[src/rtl/word_tokenizer_pkg.sv]
// Shared token codes, ASCII bounds and keyword constants for the word tokenizer.
// Also holds the letter test and the word classifier used by the top level.
package word_tokenizer_pkg;

    typedef enum logic [1:0] {
        TOK_OTHER = 2'b00,
        TOK_BEGIN = 2'b01,
        TOK_END   = 2'b10,
        TOK_EOS   = 2'b11
    } tok_kind_e;

    typedef enum logic {
        S_IDLE = 1'b0,
        S_WORD = 1'b1
    } tok_state_e;

    localparam logic [7:0]  ASCII_A  = 8'h41;
    localparam logic [7:0]  ASCII_Z  = 8'h5A;
    localparam logic [7:0]  ASCII_a  = 8'h61;
    localparam logic [7:0]  ASCII_z  = 8'h7A;
    localparam logic [39:0] KW_BEGIN = 40'h626567696e;
    localparam logic [23:0] KW_END   = 24'h656e64;
    localparam logic [2:0]  LEN_MAX  = 3'd6;

    function automatic logic is_letter(input logic [7:0] b);
        return ((b >= ASCII_A) && (b <= ASCII_Z)) || ((b >= ASCII_a) && (b <= ASCII_z));
    endfunction

    // Saturated length 6 never matches, so over-long words fall through to OTHER.
    function automatic tok_kind_e classify_word(input logic [39:0] word, input logic [2:0] len);
        if ((len == 3'd5) && (word == KW_BEGIN)) return TOK_BEGIN;
        if ((len == 3'd3) && (word[23:0] == KW_END)) return TOK_END;
        return TOK_OTHER;
    endfunction

endpackage

[src/rtl/word_tokenizer_fifo.sv]
// Small token FIFO holding {last,kind} entries between tokenizer and consumer.
// Pointers wrap naturally because DEPTH is a power of two.
module tok_fifo #(
    parameter int WIDTH = 3,
    parameter int DEPTH = 4
) (
    input  logic                     clk,
    input  logic                     reset,
    input  logic                     push,
    input  logic [WIDTH-1:0]         wr_data,
    input  logic                     pop,
    output logic [WIDTH-1:0]         rd_data,
    output logic                     full,
    output logic                     empty,
    output logic [$clog2(DEPTH):0]   count
);
    localparam int AW = $clog2(DEPTH);
    localparam int CW = AW + 1;

    logic [WIDTH-1:0] mem [DEPTH];
    logic [AW-1:0]    wr_ptr;
    logic [AW-1:0]    rd_ptr;
    logic             do_push;
    logic             do_pop;

    assign full    = (count == CW'(DEPTH));
    assign empty   = (count == '0);
    assign do_push = push && !full;
    assign do_pop  = pop && !empty;
    assign rd_data = empty ? '0 : mem[rd_ptr];

    always_ff @(posedge clk) begin
        if (reset) begin
            wr_ptr <= '0;
            rd_ptr <= '0;
            count  <= '0;
        end else begin
            if (do_push) wr_ptr <= wr_ptr + AW'(1);
            if (do_pop)  rd_ptr <= rd_ptr + AW'(1);
            if (do_push && !do_pop)      count <= count + CW'(1);
            else if (!do_push && do_pop) count <= count - CW'(1);
        end
    end

    always_ff @(posedge clk) begin
        if (do_push) mem[wr_ptr] <= wr_data;
    end

endmodule

[src/rtl/word_tokenizer.sv]
// Case-folding byte-stream tokenizer: splits words on non-letters, classifies
// them as BEGIN/END/OTHER and queues one token per word for the nesting checker.
module word_tokenizer
    import word_tokenizer_pkg::*;
#(
    parameter int FIFO_DEPTH = 4,
    parameter int EMIT_OTHER = 1
) (
    input  logic       clk,
    input  logic       reset,
    input  logic       in_valid,
    output logic       in_ready,
    input  logic [7:0] in_data,
    input  logic       in_last,
    output logic       tok_valid,
    input  logic       tok_ready,
    output logic [1:0] tok_kind,
    output logic       tok_last
);
    localparam int CW = $clog2(FIFO_DEPTH) + 1;

    tok_state_e  state, state_next;
    logic [39:0] word_buf, buf_next, app_buf, cur_buf;
    logic [2:0]  word_len, len_next, app_len, cur_len;
    logic [7:0]  folded;
    logic        letter;
    logic        accept;
    logic        keep;
    logic        push_req;
    logic [2:0]  push_data;
    tok_kind_e   kind;

    logic [2:0]    head;
    logic          fifo_full;
    logic          fifo_empty;
    logic [CW-1:0] fifo_count;

    assign folded   = in_data | 8'h20;
    assign letter   = is_letter(in_data);
    assign in_ready = (fifo_count < CW'(FIFO_DEPTH));
    assign accept   = in_valid && in_ready;

    // A letter extends the current word (or starts a new one from IDLE) before any close.
    assign app_buf = (state == S_WORD) ? {word_buf[31:0], folded} : {32'b0, folded};
    assign app_len = (state == S_WORD) ? ((word_len == LEN_MAX) ? LEN_MAX : word_len + 3'd1) : 3'd1;
    assign cur_buf = letter ? app_buf : word_buf;
    assign cur_len = letter ? app_len : word_len;
    assign kind    = classify_word(cur_buf, cur_len);
    assign keep    = (kind != TOK_OTHER) || (EMIT_OTHER != 0);

    always_ff @(posedge clk) begin
        if (reset) begin
            state    <= S_IDLE;
            word_buf <= '0;
            word_len <= '0;
        end else begin
            state    <= state_next;
            word_buf <= buf_next;
            word_len <= len_next;
        end
    end

    always_comb begin
        state_next = state;
        buf_next   = word_buf;
        len_next   = word_len;
        push_req   = 1'b0;
        push_data  = '0;
        if (accept) begin
            if (in_last) begin
                // Stream end always yields exactly one token flagged last.
                push_req   = 1'b1;
                push_data  = ((letter || (state == S_WORD)) && keep) ? {1'b1, kind} : {1'b1, TOK_EOS};
                state_next = S_IDLE;
                buf_next   = '0;
                len_next   = '0;
            end else if (letter) begin
                state_next = S_WORD;
                buf_next   = app_buf;
                len_next   = app_len;
            end else if (state == S_WORD) begin
                push_req   = keep;
                push_data  = {1'b0, kind};
                state_next = S_IDLE;
                buf_next   = '0;
                len_next   = '0;
            end
        end
    end

    tok_fifo #(
        .WIDTH (3),
        .DEPTH (FIFO_DEPTH)
    ) u_fifo (
        .clk     (clk),
        .reset   (reset),
        .push    (push_req && !fifo_full),
        .wr_data (push_data),
        .pop     (tok_ready),
        .rd_data (head),
        .full    (fifo_full),
        .empty   (fifo_empty),
        .count   (fifo_count)
    );

    assign tok_valid = !fifo_empty;
    assign tok_kind  = head[1:0];
    assign tok_last  = head[2];

endmodule

[config.mk]
export PLATFORM = sky130hd
export DESIGN_NAME = word_tokenizer
export DESIGN_NICKNAME = d
export VERILOG_FILES = /design/src/rtl/word_tokenizer_pkg.sv /design/src/rtl/word_tokenizer_fifo.sv /design/src/rtl/word_tokenizer.sv
export SDC_FILE = /design/constraint.sdc
export NUM_CORES = 1
export LEC_CHECK = 0
export BUFFER_PORTS_ARGS = -buffer_cell sky130_fd_sc_hd__clkbuf_2
export CAP_MARGIN = 20
export CORE_UTILIZATION = 30
export CTS_CLUSTER_SIZE = 20
export DETAILED_ROUTE_END_ITERATION = 16
export HOLD_SLACK_MARGIN = 0.15
export SLEW_MARGIN = 30
export SYNTH_ARGS = -nofsm -noshare
export SYNTH_HDL_FRONTEND = slang
export SYNTH_SLANG_ARGS = --single-unit
[constraint.sdc]
create_clock -name clk -period 7.09 [get_ports clk]
set_clock_uncertainty 0.2 [all_clocks]
set_input_delay 1.418 -clock clk [delete_from_list [all_inputs] [get_ports clk]]
set_output_delay 1.418 -clock clk [all_outputs]
set_load 0.02 [all_outputs]
### After elaboration in Yosys (flattened, before gate mapping)

Memory sizes are Yosys's and may differ from the RTL's. A register that Yosys moved wholly into a read port is not among the register bits.
Cells that the tools add are included.

* bits in registers: 51
* latch bits: 0
* memory bits (writable): 12
* bits in read-only memories: 0
* input bits: 13
* output and inout port bits: 5
* memories: 1

* add/sub/neg operators: 5
* $mul: 0
* div/mod/pow operators: 0
* $lt $le $gt $ge: 5
* equality and inequality tests: 6
* shifts and indexed selects: 0
* multiplexer cells: 36
* bitwise logic cells: 0
* reductions and logical operators: 20

Memories
* u_fifo.mem: words 4, bits a word 3, read ports 1, clocked after memory_dff 1, write ports 1, line word_tokenizer_fifo.sv:20 `logic [WIDTH-1:0] mem [DEPTH];`

Operators with widths (count)
* $mux W40: 5
* $eq A40 B39 Y1 const B: 1
* $mux W3: 11
* $eq A24 B23 Y1 const B: 1
* $mux W2: 9
* $ge A8 B7 Y1 const B: 2
* $le A8 B7 Y1 const B: 2
* $mux W1: 11
* $logic_and A1 B1 Y1: 10
* $eq A3 B3 Y1 const B: 3
* $add A3 B1 Y3 const B: 2
* $add A2 B1 Y2 const B: 2
* $logic_not A1 Y1: 4
* $eq A3 B2 Y1 const B: 1
* $logic_not A3 Y1: 1
* $lt A3 B3 Y1 const B: 1
* $reduce_bool A3 Y1: 1
* $sub A3 B1 Y3 const B: 1
* $logic_or A1 B1 Y1: 2
* $reduce_and A2 Y1: 1
* $reduce_bool A2 Y1: 1

### Logic depth before layout (Yosys ltp)

Gate-level depths: netlist (run 1).

* word-level depth: 14
* gate-level depth with buffers: 10

### Hierarchy

From an unflattened synthesis (run 1), not the netlist that was laid out.

* cells, all modules: 268
* area, all modules: 2915.3 µm²

Modules (own cells, without submodules)
* word_tokenizer: instances 1, cells each 201, area an instance 1986.9 µm², sequential area each 880.8 µm²
* tok_fifo: instances 1, cells each 67, area an instance 928.4 µm², sequential area each 540.5 µm²

### Worst setup path after synthesis (run 1)

Ideal clock, no wire load.

* path kind: input-to-reg
* start: in in_data[2]
* end: reg u_fifo.count[2]
* library setup time: 0.070 ns
* arrival: 3.499 ns
* path slack: 3.320 ns
* stages: 10
* path buffers: 0
* cells stage by stage: nor3_1 > and2_1 > o21ai_0 > a21oi_2 > ha_1 > inv_1 > fa_1 > xor2_1 > or3_1 > a21oi_1

* longest elaborated chain between the ends: 11
* elaborated cells between the ends (all ways): 17

Ends and longest elaborated chain
* start: declaration: line word_tokenizer.sv:13 `input logic [7:0] in_data,`
* $ge A8 B7 Y1 / $le A8 B7 Y1 (equally long branches): line word_tokenizer_pkg.sv:26 `return ((b >= ASCII_A) && (b <= ASCII_Z)) || ((b >= ASCII_a) && (b <= ASCII_z));`
* $logic_and A1 B1 Y1: line word_tokenizer_pkg.sv:26
* $logic_or A1 B1 Y1 (*): line word_tokenizer_pkg.sv:26
* $mux W1 (*): line word_tokenizer.sv:77 `end else if (letter) begin`
* $mux W1 (*): line word_tokenizer.sv:70 `if (in_last) begin`
* $mux W1 (*): line word_tokenizer.sv:69 `if (accept) begin`
* $logic_and A1 B1 Y1 (*): line word_tokenizer.sv:97 `.push (push_req && !fifo_full),`
* $logic_and A1 B1 Y1 (*): line word_tokenizer_fifo.sv:28 `assign do_push = push && !full;`
* via u_fifo.do_push: line word_tokenizer_fifo.sv:23 `logic do_push;`
* $logic_not A1 Y1: line word_tokenizer_fifo.sv:41 `else if (!do_push && do_pop) count <= count - CW'(1);`
* $logic_and A1 B1 Y1: line word_tokenizer_fifo.sv:41
* $reduce_bool A2 Y1 (no source line)
* end signal: assignment: line word_tokenizer_fifo.sv:40 `if (do_push && !do_pop) count <= count + CW'(1);`
* end signal: assignment: line word_tokenizer_fifo.sv:41
* end: declaration: line word_tokenizer_fifo.sv:15 `output logic [$clog2(DEPTH):0] count`

Mark *: on every way through the listed nets, which the timed path passes. The rest lies on a longest branch.
A chain may end at the register's enable or synchronous reset.

### Final worst setup path (run 1)

Same ends and word-level chain as after synthesis.

==> metrics.yaml, run 1 <==
status:
  status: "finished clean"
yosys:
  synthesis.nets: 358
  syn_area_um2: 3000
  ys_types: 52
  syn-mean-instance-area_um2: 8.90
  synth_enable_flop_cells: 12
  synth_top_flop_cell: "dfxtp_1"
  async_flop_share: 0
  yosysWarnings: 0
  synth-seq-cells: 65
  seq_area_frac_synth: 0.474
  syn-instance-count: 337
power:
  intPower_uw: 670
  seq_power_share: 0.442
  p_clk_frac: 0.358
  switchingPower_uw: 280
  cellPowerDensity_nw_per_um2: 279
  p_leak_nw: 1.11
  finalPower_uw: 950
  p_sw_frac: 0.295
  peakVddDrop_uv: 120
  p_comb_frac: 0.200
clock_tree:
  cts_buffer_depth: 2
  ctsRootBufferMaster: "clkbuf_8"
  cts.sinks: 65
  cts_buffers: 9
  tritoncts: "done"
  h-tree-depth: 3
  ctsResizeCount: 0
  post_cts_buffers: 0
  clk_pin_slew_ns: 0.07
  hold_buffers: 0
  clk_latency_ns: 0.34
setup_path:
  worst_ep_arrival_time_ns: 4.00
  end_kind: "register"
  cp-start-kind: "primary input"
  crit_fanout: 9
  cp_data_required_time_ns: 7.16
  path_class: "primary input to register"
  critPathSlowestCell: "a21oi_2"
  worst_path_largest_cell_delay_ns: 0.42
  path_cells: "clkbuf_2, nor3_1, and2_1, o21ai_0, a21oi_2, ha_1, inv_1, fa_1, xor2_1, or3_1, a21oi_1"
  crit_buf_inv: 2
  critPathTopFamily: "simple AND/OR/NAND/NOR gates"
finish:
  final_common_cell: "dfxtp_1"
  drive_above_1_share: 0.140
  stdcell_count: 482
  final_cell_mix: "dfxtp_1, nand2_1, a21oi_1"
  fin_nets: 365
  area_growth_pct: 13.3
  n_antenna_cell: 0
  final_core_util: 0.350
  postLayoutCellArea_um2: 3400
place:
  pre_cts_ws_ns: 2.81
  placed_area_um2: 3180
  gp_congestion: 0.859
  hpwlAfterDp_um: 4440
  io_buffers: 16
  dpl.cell_count: 466
min_path:
  hold_class: "register to register"
sta:
  slew_viol_final: 0
  setup-violations-final: 0
  grt_setup_unrepaired: "false"
  maxSlewHeadroom: 0.412
  min_period_ns: 3.93
  worst-slew-pin-transition_ns: 0.880
  hold_slack_ns: 0.259
  setup_slack_ns: 3.16
  finalCritPeriodShare: 0.555
  max_freq_ghz: 0.254
  final-hold-violation-count: 0
  setup_tns_ns: 0
global_routing:
  grt_pass1_vias: 2306
  grt_pass1_wl_um: 11200
  grt_max_degree: 54
  grt_usage: 0.141
  antenna_found_initial: 0
  gr-total-overflow: 0
die:
  fp.dieH_um: 102
  row_count: 36
  die-area_um2: 10400
  die_w_um: 102
  start_util: 0.308
  io_pins: 18
  core_area_um2: 9730
drt:
  num_vias: 2449
  antenna_left: 0
  vias_per_cell: 5.08
  drt_iter0_drc: 138
  drt_wl_total_um: 6750
  firstDrtPassIters: 4
  drc_errors: 0
  routedWlPerCell_um: 14.0
job:
  drv_cap: 0
-- final cells by class --
cell class	count	area, um^2
tap	133	166
clock buffer	14	183
clock inverter	2	35.0
timing repair buffer	17	90.1
inverter	10	37.5
fill	1047	6330
multi-input combinational	241	1470
sequential	65	1420
-- power by group through the flow --
| stage | combinational [mW] | clock [mW] | sequential, mW |
|---|---|---|---|
| 6_report | 0.190 | 0.340 | 0.420 |
| 5_1_grt | 0.216 | 0.366 | 0.422 |
| 4_1_cts | 0.193 | 0.348 | 0.420 |
| 3_5_place_dp | 0.192 | 0 | 0.428 |
| 3_3_place_gp | 0.186 | 0 | 0.427 |
| 2_1_floorplan | 0.146 | 0 | 0.423 |
-- layer usage --
metal  share of wire  track usage  wire, um  vias to the layer above
met5               0            0         0                        -
met4           0.010       0.0495        70                        0
met2            0.48        0.234      3210                       52
met1            0.47        0.172      3160                     1170
li1                -            -         -                     1221
met3           0.045       0.0451       302                        6
-- cell usage after synthesis, drive strengths merged (3+ instances only) --
cell type  count  area (um^2)
or3            5         32.5
o21ai         41          205
edfxtp        12          360
nand4          8         50.1
buf            4         20.0
dfxtp         53         1060
nand3          5         25.0
nand4b         5         43.8
nand2         49          186
clkbuf        17         73.8
ha             7         87.6
nor2          17         63.8
xor2           4         35.0
and2           8         50.1
inv            9         33.8
mux4           3         67.6
a21oi         47          239
nor4bb         3         30.0
or4            3         22.5
-- worst register-to-register path: stages (launching register included) --
cell	delay [ns]
dfxtp_1	0.35
inv_1	0.09
nand2_2	0.41
a21oi_2	0.58
ha_1	0.27
inv_1	0.06
fa_1	0.37
xor2_1	0.16
or3_1	0.30
a21oi_1	0.14
-- cell families (layout without fill, tap and decap cells) --
group                      Yosys count  after routing  share of synthesized area
DFF                                 65             65                      0.474
AOI/OAI and AO/OA                  102            102                      0.187
muxes                                6              6                     0.0329
and+or+nand+nor                    121            121                      0.215
buffers and inverters               31             43                     0.0438
xor gates and xnor gates             4              4                     0.0117
adders and majority gates            8              8                     0.0359
-- sequential cells by signal (all words and copies together), names as in the netlist, named ones only --
signal	cells
word_buf	40
u_fifo.mem	12
state	1
u_fifo.wr_ptr	2
u_fifo.count	3
u_fifo.rd_ptr	2
word_len	3
-- worst paths after layout --
kind | from | endpoint | depth (start not counted) | slack [ns]
worst min register to register | word_buf[31] | word_buf[39] | 2 | 0.26
worst min-delay path | word_buf[31] | word_buf[39] | 2 | 0.26
worst max-delay path | in_data[2] | u_fifo.count[2] | 11 | 3.16
worst max register to register | u_fifo.count[2] | u_fifo.count[2] | 9 | 4.08
No activity file was read; power rests on OpenSTA's default activity.
==> run 2: changes to the inputs <==
- clock period: 7.09 -> 3.92 ns (I/O delays scaled with it)
==> run 2 against run 1 <==
Against the previous run:
- critical path type unchanged
- design area shrank 0.74%
- routed wire length down 2.7%
- combinational power grew 82%
- sequential cell count stayed put
- worst setup slack got worse by 2.2 ns
- via count decreased by 0.12%
- count of clock-buffer cells in the layout shrank 2
- global-route usage is 0.087 points lower
- largest cell class unchanged
- non-clock buffer count up 5
- die area stayed put
- power rose by 67%
- critical path depth did not move
==> metrics.yaml, run 2 (synthesis results as in run 1) <==
global_routing:
  grt_max_degree: 44  # was 54
  grt_pass1_vias: 2293  # was 2306
  grt_pass1_wl_um: 11200  # about the same
  gr-total-overflow: 0  # unchanged
  antenna_found_initial: 0  # unchanged
  grt_usage: 0.140  # was 0.141
drt:
  firstDrtPassIters: 4  # unchanged
  antenna_left: 0  # unchanged
  drc_errors: 0  # unchanged
  drt_wl_total_um: 6560  # was 6750 um
  drt_iter0_drc: 152  # was 138
  routedWlPerCell_um: 13.5  # was 14.0 um
  num_vias: 2446  # was 2449
  vias_per_cell: 5.02  # was 5.08
power:
  intPower_mw: 1.10  # was 670 uW
  seq_power_share: 0.478  # was 0.442
  p_leak_nw: 1.11  # about the same
  p_sw_frac: 0.308  # was 0.295
  p_clk_frac: 0.304  # was 0.358
  peakVddDrop_uv: 192  # was 120 uV
  p_comb_frac: 0.218  # was 0.200
  switchingPower_uw: 490  # was 280 uW
  cellPowerDensity_nw_per_um2: 470  # was 279 nW/um^2
sta:
  maxSlewHeadroom: 0.532  # was 0.412
  setup_slack_ns: 0.931  # was 3.16 ns
  final-hold-violation-count: 0  # unchanged
  grt_setup_unrepaired: "false"  # unchanged
  max_freq_ghz: 0.335
  setup_tns_ns: 0  # unchanged
  worst-slew-pin-transition_ns: 0.699  # was 0.880 ns
  slew_viol_final: 0  # unchanged
  finalCritPeriodShare: 0.762
  setup-violations-final: 0  # unchanged
  min_period_ns: 2.99
setup_path:
  end_kind: "register"  # unchanged
  path_cells: "clkbuf_2, nor3_1, and2_1, o21ai_0, a21oi_2, ha_1, inv_1, fa_1, xor2_1, or3_1, a21oi_1"  # unchanged
  worst_path_largest_cell_delay_ns: 0.37  # was 0.42 ns
  worst_ep_arrival_time_ns: 3.05  # was 4.00 ns
  cp-start-kind: "primary input"  # unchanged
  cp_data_required_time_ns: 3.98  # was 7.16 ns
  critPathSlowestCell: "fa_1"  # was a21oi_2
  crit_fanout: 4  # was 9
  path_class: "primary input to register"  # unchanged
clock_tree:
  clk_pin_slew_ns: 0.07  # about the same
  ctsResizeCount: 0  # unchanged
  cts_buffers: 9  # unchanged
  hold_buffers: 0  # unchanged
  h-tree-depth: 3  # unchanged
  cts.sinks: 65  # unchanged
  cts_buffer_depth: 2  # unchanged
  clk_latency_ns: 0.34  # about the same
  ctsRootBufferMaster: "clkbuf_8"  # unchanged
  post_cts_buffers: 0  # unchanged
  tritoncts: "done"  # unchanged
finish:
  postLayoutCellArea_um2: 3380  # was 3400 um^2
  n_antenna_cell: 0  # unchanged
  fin_nets: 370  # was 365
  final_common_cell: "dfxtp_1"  # unchanged
  drive_above_1_share: 0.150  # was 0.140
  n_fill_cell: 1030  # was 1047
  final_cell_mix: "dfxtp_1, nand2_1, a21oi_1"  # unchanged
  largest-register: "word_buf"  # unchanged
  area_growth_pct: 12.5  # was 13.3%
  top_regs: "word_buf x40, u_fifo.mem x12"  # unchanged
  stdcell_count: 487  # was 482
  largest_reg_flops: 40  # unchanged
job:
  drv_cap: 0  # unchanged
die:
  start_util: 0.308  # unchanged
  row_count: 36  # unchanged
  die-area_um2: 10400  # unchanged
  die_w_um: 102  # unchanged
  io_pins: 18  # unchanged
  core_area_um2: 9730  # unchanged
  fp.dieH_um: 102  # unchanged
place:
  gp_congestion: 0.847  # was 0.859
  pre_cts_ws_ns: 0.601  # was 2.81 ns
  hpwlAfterDp_um: 4560  # was 4440 um
  io_buffers: 16  # unchanged
  placed_area_um2: 3210  # was 3180 um^2
  dpl.cell_count: 471  # was 466
status:
  status: "finished clean"  # unchanged
min_path:
  hold_class: "register to register"  # unchanged
[run 2: cell count changes in the layout (fill, tap and decap cells not counted)]
cell | before | now
clkbuf_4 | 1 | 0
a21oi_4 | 1 | 0
clkbuf_1 | 1 | 2
clkbuf_2 | 15 | 16
clkinv_2 | 1 | 4
a21oi_2 | 1 | 2
bufinv_16 | 1 | 0
clkbuf_8 | 13 | 10
buf_4 | 1 | 6
[run 2: routing by layer]
metal,routed length (um),GRT usage
met5,0,0
met4,94,0.0549
met3,350,0.0417
met2,3070,0.223
met1,3050,0.179
[run 2: cell type report]
type | instances | area (um^2) | area share
well taps | 133 | 166 | 0.0493
clock buffers | 12 | 145 | 0.0430
clock inverters | 4 | 20.0 | 0.00593
flip-flops and latches | 65 | 1420 | 0.421
inverters | 10 | 37.5 | 0.0111
multi-input cells | 241 | 1460 | 0.433
repair buffers | 22 | 125 | 0.0371
[run 2: power groups by stage]
stage                     clock, mW  sequential [mW]  combinational, mW
after floorplan                   0            0.765              0.265
after global placement            0            0.773              0.345
after detailed placement          0            0.775              0.348
after CTS                     0.504            0.759              0.351
after global routing          0.535            0.767              0.400
final                         0.483            0.758              0.346
[run 2: stage by stage]
step | power, mW | hold WS [ns] | util
after floorplan | 1.03 | 0.236 | -
after global placement | 1.12 | 0.253 | 0.330
after detailed placement | 1.12 | 0.257 | 0.330
after CTS | 1.61 | 0.268 | 0.347
after global routing | 1.70 | 0.292 | 0.347
final | 1.59 | 0.264 | 0.347
[run 2: final timing paths]
path	depth (start not counted)	slack, ns	startpoint	end
max reg2reg	7	1.07	word_len[0]	u_fifo.mem[1][1]
max	11	0.93	in_data[2]	u_fifo.count[2]
min reg2reg	2	0.26	word_buf[29]	word_buf[37]
min	2	0.26	word_buf[29]	word_buf[37]
[run 2: critical path, delay by kind of cell]
family / cells / cell delay [ns]
compound gates: 3 / 0.46
simple gates: 3 / 0.91
buf+inv: 2 / 0.17
fa+ha+maj: 2 / 0.56
xor+xnor: 1 / 0.16
==> run 3: changes to the inputs <==
- clock period: 3.92 -> 2.6 ns (I/O delays scaled with it)
==> run 3 against run 2 <==
Against the previous run:
- global-route usage up 0.72 points
- die area is the same
- power is 63% higher
- sequential power grew 50%
- critical path type is now register to register
- largest power group unchanged
- via count is 3.5% higher
- largest cell class unchanged
- critical endpoint is now u_fifo.mem[2][1]
- sequential cell count did not move
- worst setup slack lost 0.81 ns
- final cell count rose by 3.9%
- design area grew 6.6%
- first-iteration DRC count increased by 2.0%
- count of clock-buffer cells in the layout is 1 higher
- hold slack barely moved
==> metrics.yaml, run 3 (synthesis results as in run 1) <==
drt:
  routedWlPerCell_um: 13.9  # was 13.5 um
  vias_per_cell: 5.00  # was 5.02
  drt_wl_total_um: 7060  # was 6560 um
  drt_iter0_drc: 155  # was 152
  drc_errors: 0  # unchanged
  firstDrtPassIters: 4  # unchanged
  num_vias: 2532  # was 2446
  antenna_left: 0  # unchanged
finish:
  n_antenna_cell: 0  # unchanged
  seq_area_um2: 1420  # unchanged
  drive_above_1_share: 0.206  # was 0.150
  stdcell_count: 506  # was 487
  n_fill_cell: 1008  # was 1030
  top_regs: "word_buf x40, u_fifo.mem x12"  # unchanged
  fin_nets: 389  # was 370
  final_common_cell: "dfxtp_1"  # unchanged
  largest_reg_flops: 40  # unchanged
  area_growth_pct: 19.9  # was 12.5%
  final_cell_mix: "dfxtp_1, nand2_1, a21oi_1"  # unchanged
  multi_input_area_um2: 1490  # was 1460 um^2
  postLayoutCellArea_um2: 3600  # was 3380 um^2
  largest-register: "word_buf"  # unchanged
sta:
  min_period_ns: 2.48
  worst-slew-pin-transition_ns: 0.583  # was 0.699 ns
  final-hold-violation-count: 0  # unchanged
  max_freq_ghz: 0.403
  setup-violations-final: 0  # unchanged
  finalCritPeriodShare: 0.955
  maxSlewHeadroom: 0.611  # was 0.532
  grt_setup_unrepaired: "false"  # unchanged
  slew_viol_final: 0  # unchanged
clock_tree:
  h-tree-depth: 3  # unchanged
  hold_buffers: 0  # unchanged
  cts.sinks: 65  # unchanged
  ctsRootBufferMaster: "clkbuf_8"  # unchanged
  cts_buffers: 9  # unchanged
  post_cts_buffers: 0  # unchanged
  clk_pin_slew_ns: 0.07  # about the same
  tritoncts: "done"  # unchanged
  cts_buffer_depth: 2  # unchanged
  ctsResizeCount: 0  # unchanged
  clk_latency_ns: 0.35  # was 0.34 ns
power:
  cellPowerDensity_nw_per_um2: 717  # was 470 nW/um^2
  p_leak_nw: 1.23  # was 1.11 nW
  peakVddDrop_uv: 284  # was 192 uV
  finalPower_mw: 2.58  # was 1.59 mW
global_routing:
  grt_max_degree: 44  # unchanged
  grt_pass1_vias: 2436  # was 2293
  grt_pass1_wl_um: 11700  # was 11200 um
  gr-total-overflow: 0  # unchanged
  antenna_found_initial: 0  # unchanged
  grt_usage: 0.148  # was 0.140
job:
  drv_cap: 0  # unchanged
place:
  hpwlAfterDp_um: 4960  # was 4560 um
  io_buffers: 16  # unchanged
  gp_congestion: 0.829  # was 0.847
  dpl.cell_count: 490  # was 471
  placed_area_um2: 3400  # was 3210 um^2
die:
  core_area_um2: 9730  # unchanged
  io_pins: 18  # unchanged
  die_w_um: 102  # unchanged
  die-area_um2: 10400  # unchanged
  row_count: 36  # unchanged
  start_util: 0.308  # unchanged
  fp.dieH_um: 102  # unchanged
setup_path:
  cp_data_required_time_ns: 2.61  # was 3.98 ns
  cp-start-kind: "register"  # was primary input
  crit_fanout: 4  # unchanged
  worst_ep_arrival_time_ns: 2.49  # was 3.05 ns
  path_class: "register to register"  # was primary input to register
  end_kind: "register"  # unchanged
min_path:
  hold_class: "register to register"  # unchanged
status:
  status: "finished clean"  # unchanged
run 3: cell types whose count changed in the layout (fill, tap and decap cells not counted), moves of 2 or more:
cell	previous run	this run
clkinv_2	4	2
buf_4	6	24
a2111oi_0	2	0
a2111oi_1	0	2
run 3: cell type report:
type / instances / area share
inverter: 10 / 0.0104
multi-input combinational: 241 / 0.415
clock buffer: 13 / 0.0442
clock inverter: 3 / 0.0111
sequential: 65 / 0.395
tap: 133 / 0.0463
timing repair buffer: 41 / 0.0779
run 3: metal layers:
| layer | global-route usage | vias up | wire, um |
|---|---|---|---|
| met5 | 0 | - | 0 |
| met4 | 0.0582 | 0 | 103 |
| met3 | 0.0465 | 10 | 298 |
| met2 | 0.242 | 55 | 3340 |
| met1 | 0.181 | 1201 | 3310 |
| li1 | - | 1266 | - |
run 3: worst max-delay path, stage by stage (launching register included):
cell	delay (ns)
dfxtp_1	0.33
inv_1	0.05
ha_1	0.20
a21o_1	0.20
a2111oi_1	0.48
nand4_1	0.15
a2111oi_1	0.43
o221a_2	0.31
run 3: final timing paths:
path | from | to | slack, ns | depth (start not counted)
max | word_len[0] | u_fifo.mem[2][1] | 0.12 | 7
min | word_buf[31] | word_buf[39] | 0.26 | 2
min reg2reg | word_buf[31] | word_buf[39] | 0.26 | 2
max reg2reg | word_len[0] | u_fifo.mem[2][1] | 0.12 | 7
run 3: power by group:
group          leakage, nW  internal [mW]  switching, mW  total (mW)
combinational        0.587          0.229          0.341       0.570
sequential           0.540           1.09         0.0539        1.14
clock                0.103          0.493          0.374       0.867
total                 1.23           1.81          0.769        2.58
run 3: stage by stage:
step | hold WS (ns) | utilization | setup WS, ns | TNS [ns]
finish | 0.263 | 0.370 | 0.117 | 0
global route | 0.279 | 0.370 | 0.00162 | 0
detailed placement | 0.260 | 0.349 | -0.0933 | -0.272
global placement | 0.254 | 0.349 | -0.0463 | -0.231
floorplan | 0.236 | - | 0.0358 | 0
CTS | 0.270 | 0.369 | 0.00840 | 0
